===== config.mk =====
export PLATFORM = sky130hd
export DESIGN_NAME = controle_jogo
export DESIGN_NICKNAME = d
export VERILOG_FILES = /design/src/rtl/blackjack_pkg.sv /design/src/rtl/hs_iniciador.sv /design/src/rtl/controle_jogo.sv
export SDC_FILE = /design/constraint.sdc
export NUM_CORES = 1
export LEC_CHECK = 0
export ABC_AREA = 1
export ABC_CLOCK_PERIOD_IN_PS = 2080
export CAP_MARGIN = 40
export CORE_MARGIN = 4
export CORE_UTILIZATION = 50
export DETAILED_ROUTE_END_ITERATION = 16
export HOLD_SLACK_MARGIN = 0.08
export PLACE_DENSITY = 0.77
export SLEW_MARGIN = 20
export SYNTH_ARGS = -nofsm -noshare
export SYNTH_HDL_FRONTEND = slang
export SYNTH_SLANG_ARGS = --single-unit

===== constraint.sdc =====
create_clock -name clock -period 2.08 [get_ports clock]
set_input_delay 0.624 -clock clock [delete_from_list [all_inputs] [get_ports clock]]
set_output_delay 0.624 -clock clock [all_outputs]
set_load 0.05 [all_outputs]

===== src/rtl/blackjack_pkg.sv =====
// Shared definitions for the blackjack datapath: score width, game limits,
// controller state encoding and the handshake target selector.
package blackjack_pkg;

    // Score width shared with the scoring unit
    localparam int SCORE_W = 6;
    // Width of the per-hand card counters
    localparam int CNT_W = 3;

    localparam logic [SCORE_W-1:0] BLACKJACK    = SCORE_W'(21);
    localparam logic [SCORE_W-1:0] DEALER_STAND = SCORE_W'(17);
    localparam logic [CNT_W-1:0]   MAX_CARDS    = CNT_W'(5);
    localparam int                 HS_TIMEOUT   = 64;

    // Game controller states
    typedef enum logic [3:0] {
        OCIOSO,
        DEAL_J1,
        DEAL_D1,
        DEAL_J2,
        DEAL_D2,
        VEZ_JOG,
        HIT_J,
        VEZ_DEALER,
        HIT_D,
        COMPARA,
        FIM,
        ERRO
    } estado_t;

    // Which hand the next scored card belongs to
    typedef enum logic {
        ALVO_JOG,
        ALVO_DEALER
    } alvo_t;

    // Handshake engine phases
    typedef enum logic [1:0] {
        HS_IDLE,
        HS_REQ,
        HS_REL,
        HS_SETTLE
    } hs_estado_t;

    // Card counter increment that holds at the hand limit
    function automatic logic [CNT_W-1:0] inc_sat(input logic [CNT_W-1:0] n);
        return (n < MAX_CARDS) ? n + CNT_W'(1) : n;
    endfunction

endpackage


===== src/rtl/hs_iniciador.sv =====
// Initiator side of the 4-phase card-scoring handshake. One transaction per
// go pulse: raise the request for the chosen hand, wait for cartaok, drop the
// request, wait for cartaok to fall, settle one cycle, then pulse feito.
// Any REQ or REL phase lasting TIMEOUT cycles aborts with a timeout pulse.
module hs_iniciador
    import blackjack_pkg::*;
#(
    parameter int TIMEOUT = HS_TIMEOUT
) (
    input  logic  clock,
    input  logic  reset,
    input  logic  go,
    input  alvo_t alvo,
    input  logic  cartaok,
    output logic  pjogador,
    output logic  pdealer,
    output logic  feito,
    output logic  timeout
);

    localparam int TO_W = $clog2(TIMEOUT);
    localparam logic [TO_W-1:0] TO_LAST = TO_W'(TIMEOUT - 1);

    hs_estado_t      hs, hs_next;
    logic [TO_W-1:0] cnt, cnt_next;
    logic            pj_next, pd_next, feito_next, to_next;

    // Phase register and registered request/status outputs
    always_ff @(posedge clock or posedge reset) begin
        if (reset) begin
            hs       <= HS_IDLE;
            cnt      <= '0;
            pjogador <= 1'b0;
            pdealer  <= 1'b0;
            feito    <= 1'b0;
            timeout  <= 1'b0;
        end else begin
            hs       <= hs_next;
            cnt      <= cnt_next;
            pjogador <= pj_next;
            pdealer  <= pd_next;
            feito    <= feito_next;
            timeout  <= to_next;
        end
    end

    // Phase sequencing; the counter restarts on every phase entry
    always_comb begin
        hs_next    = hs;
        cnt_next   = cnt + TO_W'(1);
        pj_next    = pjogador;
        pd_next    = pdealer;
        feito_next = 1'b0;
        to_next    = 1'b0;
        case (hs)
            HS_IDLE: begin
                cnt_next = '0;
                pj_next  = 1'b0;
                pd_next  = 1'b0;
                if (go) begin
                    hs_next = HS_REQ;
                    pj_next = (alvo == ALVO_JOG);
                    pd_next = (alvo == ALVO_DEALER);
                end
            end
            HS_REQ: begin
                if (cartaok) begin
                    hs_next  = HS_REL;
                    cnt_next = '0;
                    pj_next  = 1'b0;
                    pd_next  = 1'b0;
                end else if (cnt == TO_LAST) begin
                    hs_next  = HS_IDLE;
                    cnt_next = '0;
                    pj_next  = 1'b0;
                    pd_next  = 1'b0;
                    to_next  = 1'b1;
                end
            end
            HS_REL: begin
                if (!cartaok) begin
                    hs_next  = HS_SETTLE;
                    cnt_next = '0;
                end else if (cnt == TO_LAST) begin
                    hs_next  = HS_IDLE;
                    cnt_next = '0;
                    to_next  = 1'b1;
                end
            end
            HS_SETTLE: begin
                hs_next    = HS_IDLE;
                cnt_next   = '0;
                feito_next = 1'b1;
            end
            default: begin
                hs_next  = HS_IDLE;
                cnt_next = '0;
                pj_next  = 1'b0;
                pd_next  = 1'b0;
            end
        endcase
    end

endmodule


===== src/rtl/controle_jogo.sv =====
// Blackjack game controller: deals two cards to each hand, runs the player
// hit/stay turn and the dealer draw rule through the handshake engine, then
// compares the accumulated scores and latches one result flag.
module controle_jogo
    import blackjack_pkg::*;
#(
    parameter int TIMEOUT = HS_TIMEOUT
) (
    input  logic               clock,
    input  logic               reset,
    input  logic               start,
    input  logic               hit,
    input  logic               stay,
    input  logic               cartaok,
    input  logic [SCORE_W-1:0] pts_jogador,
    input  logic [SCORE_W-1:0] pts_dealer,
    output logic               pjogador,
    output logic               pdealer,
    output logic               nova_rodada,
    output logic [CNT_W-1:0]   n_jog,
    output logic [CNT_W-1:0]   n_dealer,
    output logic               busy,
    output logic               vitoria,
    output logic               derrota,
    output logic               empate,
    output logic               erro
);

    estado_t          estado, estado_next;
    logic [CNT_W-1:0] n_jog_next, n_dealer_next;
    logic             nova_next, busy_next;
    logic             vit_next, der_next, emp_next, erro_next;
    logic             hs_go, hs_feito, hs_timeout;
    alvo_t            hs_alvo;
    logic             jog_estourou, dealer_estourou;

    assign jog_estourou    = (pts_jogador > BLACKJACK);
    assign dealer_estourou = (pts_dealer > BLACKJACK);

    hs_iniciador #(
        .TIMEOUT(TIMEOUT)
    ) u_hs (
        .clock   (clock),
        .reset   (reset),
        .go      (hs_go),
        .alvo    (hs_alvo),
        .cartaok (cartaok),
        .pjogador(pjogador),
        .pdealer (pdealer),
        .feito   (hs_feito),
        .timeout (hs_timeout)
    );

    // Game state register and registered status outputs
    always_ff @(posedge clock or posedge reset) begin
        if (reset) begin
            estado      <= OCIOSO;
            n_jog       <= '0;
            n_dealer    <= '0;
            nova_rodada <= 1'b0;
            busy        <= 1'b0;
            vitoria     <= 1'b0;
            derrota     <= 1'b0;
            empate      <= 1'b0;
            erro        <= 1'b0;
        end else begin
            estado      <= estado_next;
            n_jog       <= n_jog_next;
            n_dealer    <= n_dealer_next;
            nova_rodada <= nova_next;
            busy        <= busy_next;
            vitoria     <= vit_next;
            derrota     <= der_next;
            empate      <= emp_next;
            erro        <= erro_next;
        end
    end

    // Game sequencing; a handshake is launched on the transition into the
    // state that waits for it, so engine and FSM move on the same edge
    always_comb begin
        estado_next   = estado;
        n_jog_next    = n_jog;
        n_dealer_next = n_dealer;
        nova_next     = 1'b0;
        busy_next     = busy;
        vit_next      = vitoria;
        der_next      = derrota;
        emp_next      = empate;
        erro_next     = erro;
        hs_go         = 1'b0;
        hs_alvo       = ALVO_JOG;
        case (estado)
            OCIOSO, FIM, ERRO: begin
                if (start) begin
                    estado_next   = DEAL_J1;
                    nova_next     = 1'b1;
                    busy_next     = 1'b1;
                    n_jog_next    = '0;
                    n_dealer_next = '0;
                    vit_next      = 1'b0;
                    der_next      = 1'b0;
                    emp_next      = 1'b0;
                    erro_next     = 1'b0;
                    hs_go         = 1'b1;
                    hs_alvo       = ALVO_JOG;
                end
            end
            DEAL_J1: begin
                if (hs_timeout) begin
                    estado_next = ERRO;
                    erro_next   = 1'b1;
                    busy_next   = 1'b0;
                end else if (hs_feito) begin
                    n_jog_next  = inc_sat(n_jog);
                    estado_next = DEAL_D1;
                    hs_go       = 1'b1;
                    hs_alvo     = ALVO_DEALER;
                end
            end
            DEAL_D1: begin
                if (hs_timeout) begin
                    estado_next = ERRO;
                    erro_next   = 1'b1;
                    busy_next   = 1'b0;
                end else if (hs_feito) begin
                    n_dealer_next = inc_sat(n_dealer);
                    estado_next   = DEAL_J2;
                    hs_go         = 1'b1;
                    hs_alvo       = ALVO_JOG;
                end
            end
            DEAL_J2: begin
                if (hs_timeout) begin
                    estado_next = ERRO;
                    erro_next   = 1'b1;
                    busy_next   = 1'b0;
                end else if (hs_feito) begin
                    n_jog_next  = inc_sat(n_jog);
                    estado_next = DEAL_D2;
                    hs_go       = 1'b1;
                    hs_alvo     = ALVO_DEALER;
                end
            end
            DEAL_D2: begin
                if (hs_timeout) begin
                    estado_next = ERRO;
                    erro_next   = 1'b1;
                    busy_next   = 1'b0;
                end else if (hs_feito) begin
                    n_dealer_next = inc_sat(n_dealer);
                    // A natural blackjack skips the player's turn
                    estado_next   = (pts_jogador == BLACKJACK) ? VEZ_DEALER : VEZ_JOG;
                end
            end
            VEZ_JOG: begin
                if (jog_estourou) begin
                    estado_next = COMPARA;
                end else if (stay) begin
                    estado_next = VEZ_DEALER;
                end else if (hit) begin
                    if (n_jog < MAX_CARDS) begin
                        estado_next = HIT_J;
                        hs_go       = 1'b1;
                        hs_alvo     = ALVO_JOG;
                    end else begin
                        estado_next = VEZ_DEALER;
                    end
                end
            end
            HIT_J: begin
                if (hs_timeout) begin
                    estado_next = ERRO;
                    erro_next   = 1'b1;
                    busy_next   = 1'b0;
                end else if (hs_feito) begin
                    n_jog_next  = inc_sat(n_jog);
                    estado_next = VEZ_JOG;
                end
            end
            VEZ_DEALER: begin
                if (jog_estourou) begin
                    estado_next = COMPARA;
                end else if ((pts_dealer < DEALER_STAND) && (n_dealer < MAX_CARDS)) begin
                    estado_next = HIT_D;
                    hs_go       = 1'b1;
                    hs_alvo     = ALVO_DEALER;
                end else begin
                    estado_next = COMPARA;
                end
            end
            HIT_D: begin
                if (hs_timeout) begin
                    estado_next = ERRO;
                    erro_next   = 1'b1;
                    busy_next   = 1'b0;
                end else if (hs_feito) begin
                    n_dealer_next = inc_sat(n_dealer);
                    estado_next   = VEZ_DEALER;
                end
            end
            COMPARA: begin
                if (jog_estourou) begin
                    der_next = 1'b1;
                end else if (dealer_estourou) begin
                    vit_next = 1'b1;
                end else if (pts_jogador > pts_dealer) begin
                    vit_next = 1'b1;
                end else if (pts_jogador == pts_dealer) begin
                    emp_next = 1'b1;
                end else begin
                    der_next = 1'b1;
                end
                busy_next   = 1'b0;
                estado_next = FIM;
            end
            default: begin
                estado_next = OCIOSO;
                busy_next   = 1'b0;
            end
        endcase
    end

endmodule

==> flow_summary.toml, run 1 <==
[status]
run_status = "complete, no violations"

[floorplan]
coreArea_um2 = 3720
die_area_um2 = 4980
die_w_um = 70.6
rows = 22
ioPinCount = 32
die_h_um = 70.6
initial_core_util = 0.527

[global_routing]
grt_max_degree = 29
antenna_found_initial = 0
grt_pass1_vias = 1724
overflow = 0
grt_usage = 0.182
grt_pass1_wl_mm = 7.55

[placement]
place.detailed.hpwl_mm = 3.50
portBuffers = 31
place_area_um2 = 2390
placement.setup.worst_slack_ns = -0.179
place.gp.congestion = 0.904

[clock_network]
clk_pin_slew_ns = 0.10
ctsHtreeMaxLevel = 1
cts_root_buf = "clkbuf_8"
cts_sinks = 28
cts_buffers = 3
ctsHoldBuffers = 0
clock_path_buffers = 2
clock_latency_ns = 0.27
cts_tree = "done"
post_cts_buffers = 0

[sta]
relSlewSlack = 0.656
period_share = 0.926
hold_viol_final = 0
maxSlewViolCount = 0
tightest_slew_ns = 0.515
setup_viol = 0
fin_skew_ns = 0.00231
period_minus_slack_ns = 1.93
hold_ws_ns = 0.469
fin_ws_ns = 0.153
max_freq_mhz = 519
rsz0062_at_grt = "no"

[synthesis]
synth-seq-area-share = 0.358
netlist_area_um2 = 1960
synthCells = 271
ys_types = 31
synth_seq_cells = 28
syn-num-nets = 302
synth_warnings = 0
syn_avg_cell_area_um2 = 7.23

[drt]
routed_wl_mm = 4.30
drc_errors = 0
via_count = 1824
vias_per_cell = 4.97
met1_length_mm = 1.98
ant_nets = 0
drt_iter0_drc = 106
top_layer_used = "met4"
wl_per_cell_um = 11.7
drtPass1Iterations = 4
met3_length_um = 204
routed-wl-met2_mm = 2.07

[critical_path]
critPathLaunchType = "input port"
cp.arrival_ns = 2.10
crit_type = "input port to flip-flop"
cp-end-kind = "flip-flop"
crit_required_ns = 2.25
worst-path-max-fanout = 2

[final_layout]
final_common_cell = "nand2_1"
final_cell_mix = "nand2_1 (72), inv_1 (32), dfrtp_1 (28), nor2_1 (27), buf_4 (26)"
drive_gt1_frac = 0.182
num-fill-cells = 322
nets = 351
final_cell_area_um2 = 2480
antenna_cells = 0
area_growth_syn_to_layout_pct = 26.5
post-route-util = 0.667

[power_and_ir_drop]
max-vdd-ir-drop_mv = 0.813
powerDensity_nw_per_um2 = 1230
p_total_mw = 3.05
p_leak_nw = 1.31

[run]
drv_cap = 0

[min_path]
hold_class = "flip-flop to flip-flop"
==> area by class of cell <==
| cell class | instances | area (µm²) | area share |
|---|---|---|---|
| inverters | 40 | 150 | 0.0606 |
| well taps | 48 | 60.1 | 0.0242 |
| repair buffers | 44 | 378 | 0.152 |
| clock buffers | 3 | 41.3 | 0.0167 |
| multi-input cells | 203 | 1120 | 0.451 |
| clock inverters | 1 | 30.0 | 0.0121 |
| flip-flops and latches | 28 | 701 | 0.283 |
==> routing by layer <==
| metal | vias up | track usage |
|---|---|---|
| met5 | - | 0 |
| met1 | 807 | 0.242 |
| met3 | 2 | 0.0270 |
| li1 | 971 | - |
| met4 | 0 | 0.0376 |
| met2 | 44 | 0.318 |
==> power breakdown <==
part	switching, mW	leakage [nW]	internal, mW
logic	1.17	0.902	0.597
clock network	0.171	0.0357	0.258
registers	0.152	0.376	0.698
total	1.49	1.31	1.55
==> per-stage QoR <==
stage | instances | setup TNS [ns]
3_3_place_gp | 363 | -0.554
4_1_cts | 367 | 0
6_report | 367 | 0
3_5_place_dp | 363 | -1.05
5_1_grt | 367 | 0
2_1_floorplan | 271 | 0
==> cells in the mapped netlist, drive strengths merged <==
master,instances,area share
a21oi,13,0.033
a22o,1,0.0045
clkinv,1,0.0019
dfrtp,28,0.36
ha,13,0.083
inv,39,0.075
nand2,79,0.16
nand3,17,0.051
nand3b,3,0.011
nand4,4,0.013
nor2,34,0.080
nor3,2,0.0051
nor3b,1,0.0038
o211ai,2,0.0077
o21a,1,0.0038
o21ai,22,0.058
o21bai,3,0.017
o22ai,1,0.0032
or2,2,0.0064
xnor2,1,0.0045
xor2,4,0.018
==> state kept, by name (all words and copies together) (netlist names) <==
register	flops
n_jog	3
erro	1
busy	1
u_hs.hs	2
n_dealer	3
u_hs.pjogador	1
empate	1
u_hs.pdealer	1
vitoria	1
nova_rodada	1
u_hs.feito	1
estado	4
u_hs.timeout	1
u_hs.cnt	6
derrota	1
==> worst max-delay path, stage by stage <==
cell and delay, ns:
clkdlybuf4s50_1 0.48, inv_1 0.06, ha_1 0.28, nand2_1 0.09, o21bai_1 0.12, nand2_1 0.09, o21ai_1 0.13, nand3b_1 0.09
nand3_1 0.07, nand2_1 0.05
==> path summary, 6_finish.rpt <==
kind,depth (start not counted),slack (ns),to,from
setup / recovery,10,0.15,vitoria,pts_dealer[5]
hold / removal,1,0.47,u_hs.cnt[0],u_hs.cnt[0]
setup reg to reg,8,0.55,u_hs.cnt[4],u_hs.hs[1]
hold reg to reg,1,0.47,u_hs.cnt[0],u_hs.cnt[0]
max in group asynchronous,3,1.11,nova_rodada,reset
min in group asynchronous,3,0.70,u_hs.cnt[0],reset
==> timing repair <==
item | in CTS | in global routing
endpoints found under the hold margin | 0 | 0
endpoints found under the setup margin | 0 | 5
gates resized for setup | 0 | 5
==> logic make-up (layout without fill, tap and decap cells) <==
family,Yosys count,count (layout),synth area share
AO/OA/AOI/OAI,43,43,0.128
XOR/XNOR,5,5,0.0223
adder cells (fa/ha/maj),13,13,0.0830
buffers and inverters,40,88,0.0766
flip-flops,28,28,0.358
AND/OR/NAND/NOR,142,142,0.333
Note: power is estimated with default switching activity, not from simulation.
==> inputs of run 2 (changes only) <==
--- a/config.mk
+++ b/config.mk
@@ -5,14 +5,14 @@
 export SDC_FILE = /design/constraint.sdc
 export NUM_CORES = 1
 export LEC_CHECK = 0
-export ABC_AREA = 1
+export ABC_AREA = 0
 export ABC_CLOCK_PERIOD_IN_PS = 2080
 export CAP_MARGIN = 40
-export CORE_MARGIN = 4
 export CORE_UTILIZATION = 50
 export DETAILED_ROUTE_END_ITERATION = 16
+export DONT_BUFFER_PORTS = 1
 export HOLD_SLACK_MARGIN = 0.08
-export PLACE_DENSITY = 0.77
+export PLACE_DENSITY = 0.67
 export SLEW_MARGIN = 20
 export SYNTH_ARGS = -nofsm -noshare
 export SYNTH_HDL_FRONTEND = slang
==> flow_summary.toml, run 2 <==
[status]
run_status = "complete, no violations"

[global_routing]
grt_usage = 0.249
grt_pass1_vias = 1792
grt_pass1_wl_mm = 8.25
overflow = 0
antenna_found_initial = 0
grt_max_degree = 29

[synthesis]
synth_warnings = 0
netlist_area_um2 = 2060
synth_top_area_share = 0.339
synth_seq_cells = 28
ys_types = 57
syn-num-nets = 255
synth_common_cells = "dfrtp_1 (28), nor2_1 (19), inv_1 (17)"
async_flop_share = 1.00
yosysTopAreaCell = "dfrtp_1"
synth_edf_count = 0
synth-main-ff-cell = "dfrtp_1"
synth-seq-area-share = 0.339
yosys.cell_count.top_type = "dfrtp_1"
syn_avg_cell_area_um2 = 9.22
synth_area_leaders = "dfrtp_1 (34%), ha_1 (7.9%), nor2_1 (3.5%)"
synthCells = 224

[final_layout]
drive_gt1_frac = 0.160
largest_reg_flops = 6
reg_top3 = "u_hs.cnt x6, estado x4"
final_common_cell = "dfrtp_1"
top_register = "u_hs.cnt"
antenna_cells = 0
final_cell_mix = "dfrtp_1 (27), nor2_1 (19), buf_4 (19), inv_1 (17), nand2_1 (16)"
seqCellArea_um2 = 702
nets = 269
multi_input_area_um2 = 1220
area_growth_syn_to_layout_pct = 9.27
num-fill-cells = 336

[critical_path]
crit_type = "flip-flop to flip-flop"
cp_num_cells = 4
crit_path_end = "estado[1]"
critPathLaunchType = "flip-flop"
cp-end-kind = "flip-flop"
reg2reg_to = "estado[1]"
worst-path-max-fanout = 11
crit_path_start = "estado[3]"
rrSetupSlack_ns = 0.14
crit_required_ns = 2.26
crit_family = "compound AO/OA/AOI/OAI gates"
reg2reg_depth = 4
critPathSlowestCell = "dfrtp_1"
worst_r2r_startpoint = "estado[3]"
path_cells = "nor2_1, a221o_1, a211o_1, o31a_1"
cp.buffers_inverters = 0
cp.arrival_ns = 2.12
cp_slowest_stage_delay_ns = 0.64

[floorplan]
coreArea_um2 = 3800
die_area_um2 = 4390
die_h_um = 66.3
ioPinCount = 32
rows = 22
die_w_um = 66.3
initial_core_util = 0.543

[drt]
drc_errors = 0
drt_iter0_drc = 147
via_count = 1757
wl_per_cell_um = 17.1
ant_nets = 0
routed_wl_mm = 4.89
drtPass1Iterations = 4
vias_per_cell = 6.16

[run]
drv_cap = 0

[clock_network]
post_cts_buffers = 0
cts_sinks = 28
clock_latency_ns = 0.28
cts_tree = "done"
clock_path_buffers = 2
cts_buffers = 3
cts_root_buf = "clkbuf_8"
clk_pin_slew_ns = 0.11
ctsHtreeMaxLevel = 1

[power_and_ir_drop]
p_total_mw = 2.94
max-vdd-ir-drop_mv = 0.669
powerDensity_nw_per_um2 = 1300
p_leak_nw = 1.07

[sta]
tightest_slew_ns = 0.498
fin_setup_tns_ns = 0
maxSlewViolCount = 0
hold_viol_final = 0
period_share = 0.933
rsz0062_at_grt = "no"
fin_skew_ns = 0.0110
period_minus_slack_ns = 1.94
setup_viol = 0
max_freq_mhz = 515
relSlewSlack = 0.664

[placement]
place.detailed.hpwl_mm = 3.79
portBuffers = 0
place.gp.congestion = 0.849

[min_path]
hold_class = "input port to async pin"
[run 2: through the flow]
stage | utilization | area [µm²] | hold WS, ns | cells | worst slack (ns)
after CTS | 0.593 | 2250 | 0.300 | 285 | 0.108
after global placement | 0.574 | 2180 | 0.448 | 281 | -0.0334
final | 0.594 | 2260 | 0.291 | 285 | 0.140
after floorplan | - | 2070 | 0.430 | 224 | 0.00653
after detailed placement | 0.574 | 2180 | 0.467 | 281 | -0.155
after global routing | 0.594 | 2260 | 0.307 | 285 | 0.0266
[run 2: what timing repair did]
action,in CTS,in global routing
hold buffers,0,0
resized for setup,0,2
setup endpoints to repair,0,3
[run 2: layout make-up]
cell class	count	area share
Sequential cell	28	0.311
Multi-Input combinational cell	169	0.539
Timing Repair Buffer	19	0.0632
Inverter	17	0.0283
Clock buffer	3	0.0183
Clock inverter	1	0.0133
Tap cell	48	0.0266
[run 2: cell families after synthesis]
group,after synthesis,share of synthesized area
DFF,28,0.339
adders and majority gates,13,0.0788
and+or+nand+nor,73,0.200
xor gates and xnor gates,5,0.0212
buffers and inverters,27,0.0751
AOI/OAI and AO/OA,73,0.260
muxes,5,0.0255
[run 2: worst min-delay path by stage]
stage	from	to	slack [ns]
floorplan	u_hs.cnt[0]	u_hs.cnt[0]	0.43
global placement	u_hs.cnt[0]	u_hs.cnt[0]	0.45
detailed placement	u_hs.cnt[0]	u_hs.cnt[0]	0.47
CTS	reset	n_jog[0]	0.30
global route	reset	n_jog[0]	0.31
finish	reset	estado[0]	0.29
[run 2: layer usage]
layer	track usage	vias to the layer above	wire length, µm
li1	-	847	-
met1	0.300	859	2090
met2	0.445	47	2520
met3	0.0379	4	243
met4	0.0878	0	37
met5	0	-	0
[run 2: power by group]
group	switching [mW]	internal, mW	total, mW
registers	0.309	0.678	0.987
clock network	0.184	0.258	0.442
logic	0.848	0.664	1.51
==> inputs of run 3 (changes only) <==
--- a/config.mk
+++ b/config.mk
@@ -8,11 +8,13 @@
 export ABC_AREA = 0
 export ABC_CLOCK_PERIOD_IN_PS = 2080
 export CAP_MARGIN = 40
-export CORE_UTILIZATION = 50
+export CELL_PAD_IN_SITES_DETAIL_PLACEMENT = 0
+export CELL_PAD_IN_SITES_GLOBAL_PLACEMENT = 2
+export CORE_UTILIZATION = 42
 export DETAILED_ROUTE_END_ITERATION = 16
 export DONT_BUFFER_PORTS = 1
 export HOLD_SLACK_MARGIN = 0.08
-export PLACE_DENSITY = 0.67
+export PLACE_DENSITY = 0.86
 export SLEW_MARGIN = 20
 export SYNTH_ARGS = -nofsm -noshare
 export SYNTH_HDL_FRONTEND = slang
==> flow_summary.toml, run 3 (same netlist as run 2, synthesis figures left out) <==
[sta]
fin_ws_ns = 0.157
period_share = 0.924
setup_viol = 0
hold_ws_ns = 0.283
rsz0062_at_grt = "no"
tightest_slew_ns = 0.500
relSlewSlack = 0.667
hold_viol_final = 0
maxSlewViolCount = 0
fin_skew_ns = 0.00603
period_minus_slack_ns = 1.92
max_freq_mhz = 520
fin_setup_tns_ns = 0

[placement]
placement.setup.worst_slack_ns = -0.0889
place.detailed.hpwl_mm = 3.84
portBuffers = 0
place.gp.congestion = 0.863
dp.cells = 304
place_area_um2 = 2240

[floorplan]
initial_core_util = 0.437
die_h_um = 72.1
coreArea_um2 = 4720
rows = 25
die_area_um2 = 5200
ioPinCount = 32
die_w_um = 72.1

[global_routing]
grt_pass1_vias = 1732
antenna_found_initial = 0
grt_usage = 0.193
grt_max_degree = 29
grt_pass1_wl_mm = 7.90
overflow = 0

[final_layout]
drive_gt1_frac = 0.178
final_cell_area_um2 = 2310
post-route-util = 0.489
final_common_cell = "dfrtp_1"
seqCellArea_um2 = 703
multi_input_area_um2 = 1210
antenna_cells = 0
finalNonFillerCells = 308
nets = 273
area_growth_syn_to_layout_pct = 11.9
top_register = "u_hs.cnt"
final_cell_mix = "dfrtp_1 (26), buf_4 (23), nor2_1 (19), inv_1 (17), nand2_1 (16)"
largest_reg_flops = 6
reg_top3 = "u_hs.cnt x6, estado x4"
num-fill-cells = 455

[critical_path]
crit_path_end = "estado[1]"
worst-path-max-fanout = 11
critPathSlowestCell = "dfrtp_1"
crit_type = "flip-flop to flip-flop"
path_cells = "or2_0, a221o_1, a211o_1, o31a_1"
cp_slowest_stage_delay_ns = 0.53
critPathLaunchType = "flip-flop"
crit_path_start = "estado[1]"
crit_required_ns = 2.26
cp.arrival_ns = 2.10
cp-end-kind = "flip-flop"
reg2reg_to = "estado[1]"
worst_r2r_startpoint = "estado[1]"
rrSetupSlack_ns = 0.16
reg2reg_depth = 4

[drt]
routed_wl_mm = 4.83
drtPass1Iterations = 4
drt_iter0_drc = 114
vias_per_cell = 5.67
ant_nets = 0
via_count = 1747
drc_errors = 0
wl_per_cell_um = 15.7

[clock_network]
clk_pin_slew_ns = 0.10
clock_path_buffers = 2
ctsHtreeMaxLevel = 1
cts_tree = "done"
clock_latency_ns = 0.28
cts_sinks = 28
cts_root_buf = "clkbuf_8"
cts_buffers = 3

[min_path]
hold_class = "input port to async pin"

[status]
run_status = "complete, no violations"

[power_and_ir_drop]
powerDensity_nw_per_um2 = 1290
p_leak_nw = 1.09
p_total_mw = 2.97
max-vdd-ir-drop_mv = 0.631

[run]
drv_cap = 0
## run 3: report_power, final
group          internal, mW  switching [mW]  total, mW  leakage, nW
Clock                 0.258           0.182      0.440       0.0357
Sequential            0.680           0.351       1.03        0.373
Combinational         0.701           0.796       1.50        0.681
## run 3: critical path, delay by kind of cell (launching register included)
family / cells / cell delay (ns)
flip-flops: 1 / 0.53
AO/OA/AOI/OAI: 3 / 1.01
AND/OR/NAND/NOR: 1 / 0.28
## run 3: final cells by class
cell class | instances | share of cell area
timing repair buffer | 23 | 0.0748
clock buffer | 3 | 0.0179
multi-input combinational | 169 | 0.526
clock inverter | 1 | 0.0130
sequential | 28 | 0.304
inverter | 17 | 0.0276
tap | 67 | 0.0363
## run 3: routing by layer
| layer | vias to the layer above | wire length (µm) | GRT usage | share of wire |
|---|---|---|---|---|
| met3 | 4 | 266 | 0.0278 | 0.055 |
| met2 | 42 | 2410 | 0.334 | 0.50 |
| li1 | 857 | - | - | - |
| met1 | 844 | 2110 | 0.251 | 0.44 |
| met4 | 0 | 46 | 0.0545 | 0.0095 |
| met5 | - | 0 | 0 | 0 |
## run 3: what timing repair did
action | CTS | global route
setup buffers | 0 | 0
hold buffers | 0 | 0
setup endpoints to repair | 0 | 7
resized for setup | 0 | 2
## run 3: how the worst min path moves through the flow
| stage | to | startpoint | slack, ns |
|---|---|---|---|
| final | n_jog[0] | reset | 0.28 |
| after CTS | n_jog[0] | reset | 0.30 |
| after floorplan | u_hs.cnt[0] | u_hs.cnt[0] | 0.43 |
| after global routing | n_jog[0] | reset | 0.32 |
| after global placement | u_hs.cnt[0] | u_hs.cnt[0] | 0.45 |
| after detailed placement | u_hs.cnt[0] | u_hs.cnt[0] | 0.46 |
